==> src/rtl/activation_stack_reader.sv <==
// rtl/activation_stack_reader.sv - backward-pass reader: walks stack layers top-down, pairs lower/higher vectors
module activation_stack_reader #(
   parameter int NEURON_NUM       = 4,
   parameter int ACTIVATION_WIDTH = 9,
   parameter int LAYER_ADDR_WIDTH = 2,
   parameter int LAYER_MAX        = 2
) (
   input  logic                                     clk,
   input  logic                                     rst,
   input  logic [LAYER_ADDR_WIDTH-1:0]              start_layer,
   input  logic                                     start_valid,
   output logic                                     start_ready,
   output logic [LAYER_ADDR_WIDTH-1:0]              rd_addr,
   output logic                                     rd_addr_valid,
   input  logic                                     rd_addr_ready,
   input  logic [NEURON_NUM*ACTIVATION_WIDTH-1:0]   lower,
   input  logic                                     lower_valid,
   output logic                                     lower_ready,
   input  logic [NEURON_NUM*ACTIVATION_WIDTH-1:0]   higher,
   input  logic                                     higher_valid,
   output logic                                     higher_ready,
   output logic [NEURON_NUM*ACTIVATION_WIDTH-1:0]   pair_lower,
   output logic [NEURON_NUM*ACTIVATION_WIDTH-1:0]   pair_higher,
   output logic [LAYER_ADDR_WIDTH-1:0]              pair_layer,
   output logic                                     pair_last,
   output logic                                     pair_valid,
   input  logic                                     pair_ready,
   output logic                                     start_error
);

   localparam logic [LAYER_ADDR_WIDTH-1:0] MAX_L = LAYER_ADDR_WIDTH'(LAYER_MAX);
   localparam logic [LAYER_ADDR_WIDTH-1:0] ONE   = LAYER_ADDR_WIDTH'(1);

   typedef enum logic [1:0] {IDLE, ISSUE, WAIT, EMIT} state_t;

   state_t                        state;
   logic [LAYER_ADDR_WIDTH-1:0]   cnt;
   logic                          got_lo;
   logic                          got_hi;

   logic start_fire;
   logic start_legal;
   logic lo_fire;
   logic hi_fire;

   assign start_fire  = start_valid & start_ready;
   assign start_legal = (start_layer != '0) && (start_layer <= MAX_L);
   assign lo_fire     = lower_valid & lower_ready;
   assign hi_fire     = higher_valid & higher_ready;

   // All handshake outputs are registered; each state pre-loads the next state's outputs.
   always_ff @(posedge clk or negedge rst) begin
      if (!rst) begin
         state         <= IDLE;
         cnt           <= '0;
         got_lo        <= 1'b0;
         got_hi        <= 1'b0;
         start_ready   <= 1'b0;
         rd_addr       <= '0;
         rd_addr_valid <= 1'b0;
         lower_ready   <= 1'b0;
         higher_ready  <= 1'b0;
         pair_lower    <= '0;
         pair_higher   <= '0;
         pair_layer    <= '0;
         pair_last     <= 1'b0;
         pair_valid    <= 1'b0;
         start_error   <= 1'b0;
      end else begin
         start_error <= 1'b0;
         case (state)
            IDLE: begin
               start_ready <= 1'b1;
               if (start_fire) begin
                  if (start_legal) begin
                     cnt           <= start_layer;
                     rd_addr       <= start_layer;
                     rd_addr_valid <= 1'b1;
                     start_ready   <= 1'b0;
                     state         <= ISSUE;
                  end else begin
                     start_error <= 1'b1;
                  end
               end
            end
            ISSUE: begin
               if (rd_addr_ready) begin
                  rd_addr_valid <= 1'b0;
                  lower_ready   <= ~got_lo;
                  higher_ready  <= ~got_hi;
                  state         <= WAIT;
               end
            end
            WAIT: begin
               if (lo_fire) begin
                  pair_lower  <= lower;
                  got_lo      <= 1'b1;
                  lower_ready <= 1'b0;
               end
               if (hi_fire) begin
                  pair_higher  <= higher;
                  got_hi       <= 1'b1;
                  higher_ready <= 1'b0;
               end
               if ((got_lo | lo_fire) && (got_hi | hi_fire)) begin
                  pair_valid <= 1'b1;
                  pair_layer <= cnt;
                  pair_last  <= (cnt == ONE);
                  state      <= EMIT;
               end
            end
            EMIT: begin
               if (pair_ready) begin
                  pair_valid <= 1'b0;
                  got_lo     <= 1'b0;
                  got_hi     <= 1'b0;
                  if (cnt == ONE) begin
                     start_ready <= 1'b1;
                     state       <= IDLE;
                  end else begin
                     cnt           <= cnt - ONE;
                     rd_addr       <= cnt - ONE;
                     rd_addr_valid <= 1'b1;
                     state         <= ISSUE;
                  end
               end
            end
            default: state <= IDLE;
         endcase
      end
   end

endmodule

==> config.mk <==
export PLATFORM = sky130hd
export DESIGN_NAME = activation_stack_reader
export DESIGN_NICKNAME = d
export VERILOG_FILES = /design/src/rtl/activation_stack_reader.sv
export SDC_FILE = /design/constraint.sdc
export NUM_CORES = 1
export LEC_CHECK = 0
export BUFFER_PORTS_ARGS = -buffer_cell sky130_fd_sc_hd__buf_2
export CELL_PAD_IN_SITES_DETAIL_PLACEMENT = 1
export CELL_PAD_IN_SITES_GLOBAL_PLACEMENT = 2
export CORE_ASPECT_RATIO = 0.9
export CORE_UTILIZATION = 29
export CTS_CLUSTER_DIAMETER = 80
export DETAILED_ROUTE_END_ITERATION = 6
export PLACE_DENSITY_LB_ADDON = 0.1
export SLEW_MARGIN = 15
export SYNTH_ARGS = -nofsm -noshare
export SYNTH_HDL_FRONTEND = slang
export SYNTH_SLANG_ARGS = --single-unit
==> constraint.sdc <==
create_clock -name clk -period 2 [get_ports clk]
set_clock_uncertainty 0.05 [all_clocks]
set_input_delay 0.4 -clock clk [delete_from_list [all_inputs] [get_ports clk]]
set_output_delay 0.4 -clock clk [all_outputs]
set_load 0.02 [all_outputs]
# After elaboration in Yosys (flattened, before gate mapping)
# Index checks and enable logic that the tools add are counted.
[word_totals] register_bits=87 latchBits=0 ramBits=0 romBits=0 in_bits=81 output_inout_bits=83 elab_cells=94 mem_count=0
[classes] add_sub_neg=1 mul=0 n_div=0 order_cmp=1 n_eq_ne=13 n_shift=0 mux=38 bitwise=7 n_reduce_logical=20
[ops] op="2-to-1 mux 1 bit" n=20
[ops] op="2-to-1 mux 2 bit" n=9
[ops] op="inequality test 2 bit, second input constant" n=9
[ops] op="AND reduction 3 bit" n=6
[ops] op="one-hot mux 1 bit (2 select lines)" n=6
[ops] op="AND reduction 5 bit" n=2
[ops] op="one-hot mux 2 bit (4 select lines)" n=1
[ops] op="nonzero test 2 bit" n=4
[ops] op="AND reduction 2 bit" n=3
[ops] op="AND reduction 6 bit" n=1
[ops] op="== test 2 x 1 -> 1 bit, second input constant" n=2
[ops] op="== test 2 bit, second input constant" n=2
[ops] op="one-hot mux 2 bit (2 select lines)" n=1
[ops] op="bitwise AND 1 bit" n=3
[ops] op="one-hot mux 1 bit (3 select lines)" n=1
[ops] op="nonzero test 3 bit" n=1
[ops] op="less-or-equal comparator 2 bit, second input constant" n=1
[ops] op="logical AND 1 bit" n=2
[ops] op="logical NOT 2 bit" n=1
[ops] op="NOT 1 bit" n=2
[ops] op="OR 1 bit" n=2
[ops] op="subtractor 2 x 1 -> 2 bit, second input constant" n=1

# Depth between registers and ports, before layout
[logic_depth] depth_word=5 mapped_depth=6

# Worst setup path before layout
# OpenSTA, ideal clock, no wires.
[synth_path] path_type="reg2reg" from="register cnt[1]" to="register cnt[0]" arrival_time_ns=1.598 path_slack_ns=0.227 path_stages_with_launch=6 n_path_buf=0 cell_sequence="dfrtp_1 inv_1 ha_1 or2b_1 a211oi_4 mux2_4"
[synth_between] elab_chain_cells=3
[synth_lines] element="start, declared" line_no="37" rtl="logic [LAYER_ADDR_WIDTH-1:0] cnt;"
[synth_lines] element="start signal, assigned" line_no="76" rtl="cnt <= start_layer;"
[synth_lines] element="start signal, assigned" line_no="121" rtl="cnt <= cnt - ONE;"
[synth_lines] element="== test 2 x 1 -> 1 bit" line_no="117" rtl="if (cnt == ONE) begin"
[synth_lines] element="inequality test 2 bit (no source line)"
[synth_lines] element="AND reduction 5 bit (no source line)"
# No other way between the ends.
# A chain may end at the register's enable or synchronous reset.

# Worst setup path after layout
[layout_path] from="register state[0]" to="register pair_higher[20]"
[layout_between] elab_chain_cells=2
[layout_lines] element="start, declared" line_no="36" rtl="state_t state;"
[layout_lines] element="start signal, assigned" line_no="54" rtl="state <= IDLE;"
[layout_lines] element="start signal, assigned" line_no="80" rtl="state <= ISSUE;"
[layout_lines] element="start signal, assigned" line_no="91" rtl="state <= WAIT;"
[layout_lines] element="== test 2 bit" line_no="71" rtl="case (state)"
[layout_lines] element="AND reduction 2 bit (no source line)"
[layout_lines] element="end signal, assigned" line_no="101" rtl="pair_higher <= higher;"
[layout_lines] element="end, declared" line_no="23" rtl="output logic [NEURON_NUM*ACTIVATION_WIDTH-1:0] pair_higher,"
# No other way between the ends.

==> run summary <==
IR analysis of the VDD net gives a maximum drop of 748 µV. For this block, the initial DRC count from the detailed router was 47. The startpoint type of the worst setup path is a flip-flop. The detail-routed via count per cell came out at 4.45.

The combined global-route utilization of all metal layers came out at 14.5%. The setup path with the least slack is of type reg2reg. The number of levels in the clock H-tree is 3. The worst setup path is captured at a flip-flop. The fraction of the yosys area taken by sequential cells is 61.8%. The via count of the first global-routing pass came out at 2,670.

Setup repair after global routing left no endpoint under its margin. The number of cell instances on the worst register-to-register path is 6. The library cell appearing most often on the critical path is buf_4. The path category of the worst min-delay check is in2reg. For this configuration, the core starts out at a cell density of 30.3%. The layout net count is 494. The number of hold violations in the final report is 0. In this run the most critical hold path is launched from lower[14]. Measured along the y axis, the die boundary spans approximately 110 µm. The worst hold path was traced through 2 stages.

For this run, the number of standard cells in the final layout without fillers is between 500 and 600. Data arrives at the worst endpoint at around 2.0 ns. The remaining design rule violation count is 0. In this run, synthesis produced a sequential element count of 87. The overall via count from detail_route came out at 2,531. The clock transition at the registers of the reported paths is 0.06 ns. The maximum fanout encountered on the critical timing path came out at 25. The first-pass iteration count of the detailed router is 4. After floorplanning, the core was sized to cover 11,600 µm². The chip width came out at approximately 120 µm.

The cell with the biggest individual delay on the critical path is dfrtp_1. The final max-slew violation count is 0. The final routed wire length divided by cell count is 14.8 µm. The peak clock frequency supported by timing came out at approximately 550 MHz. The share of the clock period used by the worst path came out at 90.6%. The total chip power is about 0.0084 W. Measured against the total synthesized area, the mux share comes to 25.8%. The clock passes through at most 2 buffers. By area, the combinational part of the netlist is dominated by multiplexers. The area fraction in compound gates after synthesis is under 10%. The normalized max-slew margin is 68.4%. The leakage power of the design came out at 2.56 nW. Entering global routing, the biggest net connects 49 pins.

The highest metal layer with signal wires is met4. The transition time at the pin with the least slew margin came out at 0.473 ns. The number of resized instances in the post-cts repair step came out at 0. The CTS sink count is 87. The later pin in the worst-skew pair is clocked with a latency of 0.33 ns.

In this run, synthesis inferred 0 flip-flops with an integrated enable. A synthesized cell averages 15.1 µm². The launch instance of the worst register-to-register path is state[0]$_DFFE_PN0P_. The floorplan has 37 rows.

The slack of the worst reg-to-reg path came out at 0.19 ns. The reg-to-reg endpoint is pair_higher[20]$_DFFE_PN0P_. Synthesis produced a netlist with a net count of 320.

The number of antenna violations at the first check in global routing is 0. In the post-route analysis, the smallest setup slack over all paths is between 0.15 and 0.2 ns. The power per unit of standard cell area is about 1700 nW/µm². The endpoint with the worst hold slack is pair_lower[14]$_DFFE_PN0P_.

The met2 layer wire length in the routed design is 4010 µm. The post-route setup TNS came out at 0 ns. After Yosys synthesis, full adders, half adders and majority gates account for 1.77% of the synthesized area. The number of unique standard cell types used by synthesis is 33. Broken down by cell family, the worst path's largest delay share belongs to buffers and inverters. The xor and xnor area share after synthesis came out at 0.248%. TritonCTS built the clock tree. Counting the fill cells in the layout gives 1,275.

Summed over all layers, the global routing overflow is 0. In this run the cell area of the synthesized design comes to 3520 µm². At the worst endpoint, the required time is around 2.2 ns. The total number of yosys warnings came out at 0. The first-pass GRT wire length is 14,000 µm. The HPWL after detailed placement is 6410 µm.

For this design the top-level I/O count stands at 164. The tool flagged a number of max-cap violations equal to 0. The commonest non-fill, non-tap cell in the layout is buf_2. Walking the worst path, the cells encountered are inv_1, ha_1, buf_4, nand3_4, buf_4, mux2_1. The detail route stage leaves a number of antenna-violating nets equal to 0. The amount of wire on met3 after detailed routing came out at 466 µm. The share of post-route cells with drive strength above 1 came out at 46.0%. Prior to clock tree synthesis, the placed netlist has a worst setup slack of 0.169 ns. Counting I/O delays and the setup requirement, the final critical path takes 1.81 ns. The most used flip-flop cell after synthesis is dfrtp_1. The detailed-route wire length on metal 1 came out at 3830 µm.

The flip-flop and latch area is roughly 2200 µm². Of the total synthesized cell area, the portion taken by AND, OR, NAND and NOR gates is 2.63%. The top cell types in the final layout, fill and taps aside, are buf_2 (162), dfrtp_1 (87), mux2_1 (76). The fraction of registers with async set or reset after synthesis is 100%. The run finished with clean final reports. Compared with the post-synthesis result, the final layout area differs by 38.8%. The total instance count after detailed placement came out at ~550. 0 antenna diodes ended up in the layout. The final-report setup violation count came out at 0. The delay of the slowest critical-path stage came out at ~0.37 ns. The buffer cell driving the clock tree root is clkbuf_16.

The last weighted congestion value of the routability-driven placer came out at just over 0.7. The utilization after layout came out at 42.1%. Summing all multi-input logic gate instances after layout gives 1270 µm².

The die area is roughly 13,000 µm². The number of standard cells after synthesis came out at 234. Counting both buffers and inverters, the worst setup path holds a total of 3. The post-detailed-routing wire length came out at between 8000 and 9000 µm. The TritonCTS buffer count came out at 9. The number of input and output port buffers inserted came out at 163.
[cell families after synthesis]
| logic type | Yosys count |
|---|---|
| compound gates | 29 |
| buf+inv | 16 |
| simple gates | 15 |
| fa+ha+maj | 5 |
| mux | 81 |
| xor+xnor | 1 |
| flops | 87 |
[per-stage QoR]
stage               hold slack [ns]  cell area, µm²
floorplan                    0.0544            3520
global placement              0.350            4570
detailed placement            0.349            4570
CTS                           0.210            4890
global route                  0.207            4890
finish                        0.225            4890
[timing repair]
item                                   4_1_cts  5_1_grt
hold buffers                                 1        0
setup buffers                                0        0
endpoints found under the hold margin       36        0
[power by group]
part           total [W]  internal [W]  switching (W)
clock network    0.00171       0.00103       0.000672
registers        0.00311       0.00265       0.000460
logic            0.00362       0.00145        0.00216
total            0.00843       0.00514        0.00330
[cell type report]
type / count / area share (%)
clock buffer: 11 / 5.17
multi-input combinational: 131 / 26.1
timing repair buffer: 171 / 18.5
clock inverter: 5 / 1.15
sequential: 87 / 44.5
inverter: 8 / 0.614
tap: 156 / 3.99
[how the worst max path moves through the flow]
| stage | from | to | slack (ns) | depth (start not counted) |
|---|---|---|---|---|
| after floorplan | cnt[1]$_DFFE_PN0P_ | cnt[0]$_DFFE_PN0P_ | 0.23 | 5 |
| after global routing | state[0]$_DFFE_PN0P_ | pair_higher[12]$_DFFE_PN0P_ | 0.07 | 6 |
| after detailed placement | state[0]$_DFFE_PN0P_ | pair_higher[20]$_DFFE_PN0P_ | 0.17 | 6 |
| final | state[0]$_DFFE_PN0P_ | pair_higher[20]$_DFFE_PN0P_ | 0.19 | 6 |
| after CTS | state[0]$_DFFE_PN0P_ | pair_higher[20]$_DFFE_PN0P_ | 0.15 | 6 |
| after global placement | cnt[0]$_DFFE_PN0P_ | cnt[0]$_DFFE_PN0P_ | 0.20 | 4 |
[routing by layer]
metal / vias to the layer above / GRT usage (%)
met5: - / 0
met4: 0 / 5.49
met3: 10 / 3.78
met2: 89 / 23.6
met1: 1256 / 18.4
li1: 1176 / -
[synth_stat cells (2+ instances only)]
cell type  instances  share of area, %
inv_1              8              0.85
buf_2              7              0.99
a22o_1             2              0.50
ha_1               5               1.8
o21ai_1            3              0.43
a21oi_1            8               1.1
mux2i_1            4               1.1
nand2_1            3              0.32
dfrtp_1           87                62
o2bb2ai_1          2              0.50
mux2_1            76                24
a31oi_1            2              0.35
nor2_1             3              0.32
o21ai_0            3              0.43
a21boi_1           3              0.64
[worst reg2reg max path: stages (launching register included)]
cell and delay (ns):
dfrtp_1 0.37, inv_1 0.10, ha_1 0.23, buf_4 0.18
nand3_4 0.06, buf_4 0.32, mux2_1 0.37
[state kept, by name, indices dropped and copies added (netlist names), 2 cells and up]
name / count
pair_higher: 36
pair_lower: 36
cnt: 2
pair_layer: 2
state: 2
No activity file was read; power rests on OpenSTA's default activity.
